`src/rtl/slow_clock_monitor_pkg.sv`:
```
// Shared types and defaults for the slow clock monitor.
// The abs-difference helper works on 32-bit values, which covers any practical CNT_W.
package slow_clock_monitor_pkg;

    typedef enum logic [1:0] {
        ST_IDLE    = 2'd0,
        ST_FIRST   = 2'd1,
        ST_ACQUIRE = 2'd2,
        ST_LOCKED  = 2'd3
    } state_e;

    localparam int DEF_SYNC_STAGES = 2;
    localparam int DEF_CNT_W       = 8;
    localparam int DEF_LOCK_COUNT  = 4;
    localparam int DEF_TOL         = 1;
    localparam int DEF_TIMEOUT     = 64;

    function automatic logic [31:0] abs_diff(input logic [31:0] a, input logic [31:0] b);
        return (a > b) ? (a - b) : (b - a);
    endfunction

endpackage

```
`src/rtl/sync_edge_detect.sv`:
```
// Multi-flop synchronizer followed by a prev register.
// It produces combinational single-cycle rise and fall events for any slow asynchronous input.
module sync_edge_detect #(
    parameter int SYNC_STAGES = 2
) (
    input  logic clk_i,
    input  logic rst_i,
    input  logic d_i,
    output logic rise_o,
    output logic fall_o
);

    logic [SYNC_STAGES-1:0] sync_q;
    logic                   prev_q;
    logic                   s_last;

    assign s_last = sync_q[SYNC_STAGES-1];

    always_ff @(posedge clk_i or posedge rst_i) begin
        if (rst_i) begin
            sync_q <= '0;
            prev_q <= 1'b0;
        end else begin
            sync_q <= {sync_q[SYNC_STAGES-2:0], d_i};
            prev_q <= s_last;
        end
    end

    assign rise_o = s_last & ~prev_q;
    assign fall_o = ~s_last & prev_q;

endmodule

```
`src/rtl/slow_clock_monitor.sv`:
```
// Measures a slow clock in the clk_100MHz domain.
// Outputs edge ticks, the period and high time, and lock/loss status.
module slow_clock_monitor
    import slow_clock_monitor_pkg::*;
#(
    parameter int SYNC_STAGES = DEF_SYNC_STAGES,
    parameter int CNT_W       = DEF_CNT_W,
    parameter int LOCK_COUNT  = DEF_LOCK_COUNT,
    parameter int TOL         = DEF_TOL,
    parameter int TIMEOUT     = DEF_TIMEOUT
) (
    input  logic             clk_100MHz,
    input  logic             reset,
    input  logic             clk_in,
    output logic             rise_tick,
    output logic             fall_tick,
    output logic [CNT_W-1:0] period,
    output logic [CNT_W-1:0] high_time,
    output logic             period_valid,
    output logic             locked,
    output logic             lost
);

    localparam int               LOCK_W  = $clog2(LOCK_COUNT + 1);
    localparam logic [CNT_W-1:0] CNT_MAX = '1;
    localparam logic [CNT_W-1:0] TO_TERM = CNT_W'(TIMEOUT - 1);

    logic rise_evt, fall_evt;

    sync_edge_detect #(.SYNC_STAGES(SYNC_STAGES)) u_sync (
        .clk_i  (clk_100MHz),
        .rst_i  (reset),
        .d_i    (clk_in),
        .rise_o (rise_evt),
        .fall_o (fall_evt)
    );

    logic [CNT_W-1:0] cyc_q, cyc_d, hi_q, hi_d, idle_q, idle_d;

    always_comb begin
        cyc_d  = cyc_q;
        hi_d   = hi_q;
        idle_d = idle_q;
        if (rise_evt) begin
            cyc_d = CNT_W'(1);
            hi_d  = CNT_W'(1);
        end else begin
            if (cyc_q != CNT_MAX) cyc_d = cyc_q + CNT_W'(1);
            if (hi_q  != CNT_MAX) hi_d  = hi_q  + CNT_W'(1);
        end
        if (rise_evt || fall_evt)  idle_d = '0;
        else if (idle_q != CNT_MAX) idle_d = idle_q + CNT_W'(1);
    end

    always_ff @(posedge clk_100MHz or posedge reset) begin
        if (reset) begin
            cyc_q  <= '0;
            hi_q   <= '0;
            idle_q <= '0;
        end else begin
            cyc_q  <= cyc_d;
            hi_q   <= hi_d;
            idle_q <= idle_d;
        end
    end

    // An edge in the terminal-count cycle takes priority, so no loss is declared then.
    logic timeout, p_ok;
    logic [CNT_W-1:0]  ref_q;
    logic [LOCK_W-1:0] match_q, match_inc;
    state_e            state_q;

    assign timeout   = (idle_q == TO_TERM) && !rise_evt && !fall_evt;
    assign p_ok      = (abs_diff(32'(cyc_q), 32'(ref_q)) <= 32'(TOL)) && (cyc_q != CNT_MAX);
    assign match_inc = match_q + LOCK_W'(1);

    logic             rise_tick_q, fall_tick_q, period_valid_q, locked_q, lost_q;
    logic [CNT_W-1:0] period_q, high_time_q;

    always_ff @(posedge clk_100MHz or posedge reset) begin
        if (reset) begin
            state_q        <= ST_IDLE;
            ref_q          <= '0;
            match_q        <= '0;
            rise_tick_q    <= 1'b0;
            fall_tick_q    <= 1'b0;
            period_q       <= '0;
            high_time_q    <= '0;
            period_valid_q <= 1'b0;
            locked_q       <= 1'b0;
            lost_q         <= 1'b0;
        end else begin
            rise_tick_q    <= rise_evt;
            fall_tick_q    <= fall_evt;
            period_valid_q <= 1'b0;
            lost_q         <= 1'b0;
            if (timeout && state_q != ST_IDLE) begin
                state_q     <= ST_IDLE;
                lost_q      <= 1'b1;
                locked_q    <= 1'b0;
                period_q    <= '0;
                high_time_q <= '0;
                match_q     <= '0;
            end else begin
                if (fall_evt && (state_q == ST_ACQUIRE || state_q == ST_LOCKED))
                    high_time_q <= hi_q;
                if (rise_evt) begin
                    case (state_q)
                        ST_IDLE: state_q <= ST_FIRST;
                        ST_FIRST: begin
                            period_q       <= cyc_q;
                            period_valid_q <= 1'b1;
                            ref_q          <= cyc_q;
                            match_q        <= '0;
                            state_q        <= ST_ACQUIRE;
                        end
                        ST_ACQUIRE: begin
                            period_q       <= cyc_q;
                            period_valid_q <= 1'b1;
                            if (p_ok) begin
                                match_q <= match_inc;
                                if (match_inc == LOCK_W'(LOCK_COUNT)) begin
                                    state_q  <= ST_LOCKED;
                                    locked_q <= 1'b1;
                                end
                            end else begin
                                ref_q   <= cyc_q;
                                match_q <= '0;
                            end
                        end
                        ST_LOCKED: begin
                            period_q       <= cyc_q;
                            period_valid_q <= 1'b1;
                            // ref is frozen while locked so that cumulative drift breaks lock.
                            if (!p_ok) begin
                                locked_q <= 1'b0;
                                ref_q    <= cyc_q;
                                match_q  <= '0;
                                state_q  <= ST_ACQUIRE;
                            end
                        end
                        default: state_q <= ST_IDLE;
                    endcase
                end
            end
        end
    end

    assign rise_tick    = rise_tick_q;
    assign fall_tick    = fall_tick_q;
    assign period       = period_q;
    assign high_time    = high_time_q;
    assign period_valid = period_valid_q;
    assign locked       = locked_q;
    assign lost         = lost_q;

endmodule

```
`config.mk`:
```
export PLATFORM = sky130hd
export DESIGN_NAME = slow_clock_monitor
export DESIGN_NICKNAME = d
export VERILOG_FILES = /design/src/rtl/slow_clock_monitor_pkg.sv /design/src/rtl/sync_edge_detect.sv /design/src/rtl/slow_clock_monitor.sv
export SDC_FILE = /design/constraint.sdc
export NUM_CORES = 1
export LEC_CHECK = 0
export ABC_AREA = 1
export CORE_MARGIN = 2
export CORE_UTILIZATION = 45
export CTS_BUF_LIST = sky130_fd_sc_hd__clkbuf_16
export CTS_CLUSTER_DIAMETER = 50
export CTS_CLUSTER_SIZE = 30
export DETAILED_ROUTE_END_ITERATION = 10
export PLACE_DENSITY_LB_ADDON = 0.15
export SYNTH_ARGS = -nofsm -noshare
export SYNTH_HDL_FRONTEND = slang
export SYNTH_SLANG_ARGS = --single-unit
export TNS_END_PERCENT = 20
```
`constraint.sdc`:
```
create_clock -name clk_100MHz -period 4.6 [get_ports clk_100MHz]
set_input_delay 0.46 -clock clk_100MHz [delete_from_list [all_inputs] [get_ports clk_100MHz]]
set_output_delay 0.46 -clock clk_100MHz [all_outputs]
set_load 0.03 [all_outputs]
```
; Yosys cells after proc, flatten, opt, wreduce, memory -nomap -nowiden
; Index checks and enable logic that the tools add are counted.
[word_totals]
wordCells = 102
out_inout_bits = 21
regBits = 61
[classes]
n_bitwise = 5
add_sub_neg = 6
n_reduce_logical = 27
n_eq_ne = 12
mux = 35
order_cmp = 2
[ops]
columns = operator, count
row1 = $mux 8, 12
row2 = $le 32x1->1 const B, 1
row3 = $mux 32, 1
row4 = $add 8x1->8 const B, 3
row5 = $ne 8x8->1 const B, 3
row6 = $sub 8x8->9, 2
row7 = $pmux 8 s2, 1
row8 = $reduce_bool 2->1, 8
row9 = $mux 3, 4
row10 = $mux 2, 5
row11 = $mux 1, 9
row12 = $pmux 3 s3, 1
row13 = $eq 8x6->1 const B, 1
row14 = $gt 8x8->1, 1
row15 = $pmux 2 s4, 1
row16 = $reduce_and 4->1, 2
row17 = $ne 3x3->1 const B, 2
row18 = $logic_and 1x1->1, 5
row19 = $reduce_and 5->1, 1
row20 = $eq 2x2->1 const B, 2
row21 = $reduce_bool 4->1, 1
row22 = $add 3x1->3 const B, 1
row23 = $eq 3x3->1 const B, 1
row24 = $ne 3x2->1 const B, 1
row25 = 13 further kinds, 18

; Longest topological paths before layout
[depth]
depth_word = 8
depth_mapped = 19
ltp_nobuf = 18

; Hierarchy
; From an unflattened synthesis, not the netlist that was laid out.
[unflattened]
cells_unflattened = 480
area_unflattened_um2 = 3656.0
[by_module_without_submodules]
columns = module, seq_area_each_um2, n_inst, area_each_um2, cells_each
row1 = slow_clock_monitor, 1451.4, 1, 3562.2, 472
row2 = sync_edge_detect, 75.1, 1, 93.8, 8

; Least setup slack after synthesis
; OpenSTA, ideal clock, no wires.
[synth_path]
path_kind = flip-flop to flip-flop
startpoint = reg ref_q[0]
endpoint = reg ref_q[7]
path_buffers = 1
required_time_ns = 4.476
slack_ns = 2.290
setup_ns = 0.124
stages_incl_launch_ff = 15
arrival_ns = 2.186
path_cell_list = dfrtp_1 > inv_1 > ha_1 > inv_1 > fa_1 > or2_0 > a21oi_1 > nand3_1 > nor2_1 > nand2_1 > o21ai_2 > nand3_2 > o21ai_4 > buf_6 > o21ai_1
[synth_between]
elab_chain_cells = 6
word_cells_on_any_way = 8
[synth_rtl]
columns = item, line
row1 = "start, declared", slow_clock_monitor.sv:69  ; logic [CNT_W-1:0] ref_q;
row2 = "start signal, assigned", slow_clock_monitor.sv:113  ; ref_q <= cyc_q;
row3 = "start signal, assigned", slow_clock_monitor.sv:127  ; ref_q <= cyc_q;
row4 = "start signal, assigned", slow_clock_monitor.sv:137  ; ref_q <= cyc_q;
row5 = $sub 8x8->9 or $gt 8x8->1 (tied branches), slow_clock_monitor_pkg.sv:19  ; return (a > b) ? (a - b) : (b - a);
row6 = $mux 32 (*), slow_clock_monitor_pkg.sv:19
row7 = $le 32x1->1 (*), slow_clock_monitor.sv:74  ; assign p_ok = (abs_diff(32'(cyc_q), 32'(ref_q)) <= 32'(TOL)) && (cyc_q != CNT_MAX);
row8 = $logic_and 1x1->1 (*), slow_clock_monitor.sv:74
row9 = $ne 2x2->1 (no source line) (*), --
row10 = $reduce_and 4->1 (no source line) (*), --
; Every way passes the cells marked *; elsewhere a longest branch is shown, timed or not.
; A chain may end at the register's enable or synchronous reset.

; Worst setup path after layout
[layout_path]
startpoint = reg cyc_q[0]
endpoint = reg ref_q[5]
[layout_between]
elab_chain_cells = 6
word_cells_on_any_way = 9
[layout_rtl]
columns = item, line
row1 = "start, declared", slow_clock_monitor.sv:38  ; logic [CNT_W-1:0] cyc_q, cyc_d, hi_q, hi_d, idle_q, idle_d;
row2 = "start signal, assigned", slow_clock_monitor.sv:61  ; cyc_q <= cyc_d;
row3 = $sub 8x8->9 or $gt 8x8->1 (tied branches), slow_clock_monitor_pkg.sv:19
row4 = $mux 32, slow_clock_monitor_pkg.sv:19
row5 = $le 32x1->1, slow_clock_monitor.sv:74
row6 = $logic_and 1x1->1 (*), slow_clock_monitor.sv:74
row7 = $ne 2x2->1 (no source line) (*), --
row8 = $reduce_and 4->1 (no source line) (*), --
; Marks and branches as above.

==> impl_metrics.json <==
{
  "grt_setup_unrepaired": "false",
  "grt_antenna_before_repair": 0,
  "final_wirelength_microns": 7354,
  "final.setup_skew_ns": 0.008205,
  "viasPerCell": 4.925,
  "cellPowerDensity_nw_per_um2": 628.8,
  "place.detailed.instances": 573,
  "synth_top_family_by_area": "simple AND/OR/NAND/NOR gates",
  "design.portCount": 24,
  "report.final.slew_viol_count": 0,
  "die_x_microns": 92.85,
  "ant_nets": 0,
  "clock-root-buffer": "clkbuf_16",
  "path_delay_family": "adder cells",
  "clock_h_tree_levels": 3,
  "netlist_top_cells_area": "dfrtp_1, nand2_1, inv_1",
  "floorplan.die_area_sq_um": 8620,
  "critPathMaxStageDelay_ns": 0.48,
  "timing.final.hold_violations": 0,
  "initialDrtViolationCount": 113,
  "synth_edf_count": 0,
  "post_synth_xor_area_fraction": 0.007397,
  "tritoncts": "yes",
  "synthToLayoutAreaGrowth_pct": 16.84,
  "yosys.area_share.simple": 0.2490,
  "critical-path-top-cell-by-count": "nand2_1",
  "arr_time_crit_path_ns": 2.95,
  "maximum_count_of_clock_buffers_along_a_single_path": 2,
  "r2r_start": "cyc_q[0]",
  "cts.repair.resized": 0,
  "worst_hold_path_type": "reg -> reg",
  "grtUsageTotal": 0.1918,
  "post_synth.cell_area_avg_sq_um": 7.807,
  "post_synth_instance_area_sq_um": 3552,
  "period_needed_ns": 2.699,
  "number_of_buffer_cells_added_on_primary_ports": 23,
  "path_clk_slew_ns": 0.05,
  "worstMarginPinSlew_ns": 0.5290,
  "synth.largest_area_cell": "dfrtp_1",
  "cp_data_required_time_ns": 4.85,
  "yosysSeqAreaShare": 0.4297,
  "setup_viol": 0,
  "power_leakage_nw": 2.098,
  "detailed_place_hpwl_microns": 5526,
  "max_freq_ghz": 0.3705,
  "yosysUniqueCellTypes": 33,
  "initial_core_utilization": 0.4621,
  "drt-pass1-iter-count": 4,
  "synth_fa_ha_area_frac": 0.09229,
  "drt-wirelength-per-cell_microns": 12.51,
  "dominant_register_cell_in_the_synthesized_netlist": "dfrtp_1",
  "gr-total-overflow": 0,
  "filler_cell_count": 736,
  "nets": 510,
  "regToRegSetupSlack_ns": 1.90,
  "fp-row-count": 32,
  "core-area_sq_um": 7687,
  "cp_cell_sequence": "inv_1 -> ha_1 -> fa_1 -> nand3_1 -> nand3b_1 -> nor2_1 -> nand2_1 -> o21ai_2 -> nand3_2 -> o21ai_4 -> nand2_1 -> o21ai_1",
  "worstSetupEndpointType": "register",
  "crit_path_end": "ref_q[5]",
  "pin_count_of_the_biggest_net_entering_global_routing": 38,
  "numCtsBuffers": 9,
  "detailroute.via_count": 2896,
  "worstSkewPairLatency_ns": 0.33,
  "vdd_drop_max_uv": 344.2,
  "worstSetupPathType": "reg -> reg",
  "gp_congestion": 0.8895,
  "critical_path_buf_inv_count": 1,
  "final.setup.tns_ns": 0,
  "fp.dieH_microns": 92.85,
  "syn-instance-count": 455,
  "synthesis.nets": 483,
  "startpoint_type": "register",
  "numClockSinks": 61,
  "worst_setup_path_startpoint": "cyc_q[0]",
  "reg2reg_to": "ref_q[5]",
  "ys_warn_count": 0,
  "antennaDiodeCount": 0,
  "grt_pass1_wl_microns": 13110,
  "number_of_synthesized_register_bits": 61,
  "postLayoutCoreUtil": 0.5399,
  "max_cap_violations": 0,
  "drt_drc_violations_left": 0,
  "post_synth_mux_area_share": 0,
  "asyncSetResetFlopFracSynth": 1.000,
  "layout_worst_path_cycle_share": 0.5867,
  "status": "finished clean",
  "synth_top_area_frac": 0.4297,
  "postCtsSetupBuffers": 0,
  "final_cells": 588,
  "worst_path_max_delay_cell": "fa_1",
  "final_layout_size_suffix_gt1_frac": 0.08436,
  "grt_pass1_vias": 2890,
  "number_of_cells_on_the_worst_reg_to_reg_path": 12,
  "hold_buffers": 0,
  "timing.slew.headroom": 0.6468,
  "worst-path-stages": 12,
  "synth_compound_area_frac": 0.1194,
  "worst-path-max-fanout": 16
}
## layer usage
| metal | track usage | wire length, microns |
|---|---|---|
| met2 | 0.3146 | 3395 |
| met3 | 0.04394 | 272 |
| met5 | 0 | 0 |
| met4 | 0.07598 | 117 |
| met1 | 0.2458 | 3570 |
## cells in the final DEF (no fill, tap or decap), types with 2 or more instances in the layout
cell type          n
ha_1              23
inv_1             76
nand2_2            7
o21ai_0           23
nand4_1            6
a211oi_1           5
clkinv_2           2
clkinv_1           2
fa_1               2
clkbuf_16          9
nor3_1             9
nand2_1          102
xnor2_1            3
a21oi_1           22
clkdlybuf4s50_1   23
nor2_2             4
nand3_1           38
o21ai_2            4
or2_0              2
inv_2              8
a31oi_1            5
o21ai_1            9
dfrtp_1           61
nor2_1            28
## flip-flops by register name, summed over array words and instances, names as in the netlist
register / flops
hi_q: 8
rise_tick: 1
ref_q: 8
idle_q: 8
cyc_q: 8
high_time: 8
locked: 1
match_q: 3
fall_tick: 1
period_valid: 1
state_q: 2
u_sync.prev_q: 1
u_sync.sync_q: 2
period: 8
lost: 1
## synth_stat cells, types with 5 or more instances
master      n
a211oi_1    5
a21oi_1    22
a31oi_1     5
dfrtp_1    61
ha_1       23
inv_1      77
inv_2       7
nand2_1   102
nand2_2     7
nand3_1    38
nand4_1     6
nor2_1     28
nor3_1      9
o21ai_0    23
o21ai_1     9
## worst min path at each step
stage | slack [ns] | to | from | cells after the start
2_1_floorplan | 0.33 | u_sync.sync_q[1] | u_sync.sync_q[0] | 0
3_3_place_gp | 0.34 | u_sync.sync_q[1] | u_sync.sync_q[0] | 0
6_report | 0.35 | u_sync.sync_q[1] | u_sync.sync_q[0] | 0
4_1_cts | 0.36 | u_sync.sync_q[1] | u_sync.sync_q[0] | 0
5_1_grt | 0.36 | u_sync.sync_q[1] | u_sync.sync_q[0] | 0
3_5_place_dp | 0.34 | u_sync.sync_q[1] | u_sync.sync_q[0] | 0
## power breakdown
group	total (W)	switching (W)	internal, W
clock network	0.000634	0.000225	0.000409
logic	0.00123	0.000790	0.000440
registers	0.000746	0.0000983	0.000647
total	0.00261	0.00111	0.00150
## worst reg2reg max path, cell delays in order, from the launching register on
cell	delay [ns]
dfrtp_1	0.37
inv_1	0.13
ha_1	0.26
fa_1	0.49
nand3_1	0.09
nand3b_1	0.17
nor2_1	0.13
nand2_1	0.07
o21ai_2	0.20
nand3_2	0.13
o21ai_4	0.41
nand2_1	0.09
o21ai_1	0.09
## area by class of cell
class,instances,area [sq um],share of cell area
flip-flops and latches,61,1526,0.3678
inverters,84,315.3,0.07597
clock inverters,6,55.05,0.01326
clock buffers,9,225.2,0.05427
multi-input cells,302,1663,0.4007
well taps,102,127.6,0.03075
repair buffers,24,237.7,0.05728
## logic make-up (layout without fill, tap and decap cells)
| logic type | Yosys count | count (layout) |
|---|---|---|
| xor+xnor | 3 | 3 |
| compound gates | 73 | 73 |
| flops | 61 | 61 |
| simple gates | 201 | 201 |
| fa+ha+maj | 25 | 25 |
| buf+inv | 92 | 123 |
## metrics by stage
stage	cell area, sq um	setup WS, ns	total power (W)	hold slack, ns
final	4150	1.901	0.002610	0.3512
after global routing	4150	1.639	0.002850	0.3611
after CTS	4150	1.895	0.002626	0.3590
after detailed placement	3870	1.907	0.001974	0.3405
after global placement	3870	1.879	0.001966	0.3352
after floorplan	3552	2.290	0.001695	0.3312
Power figures use the tool's default switching activity.
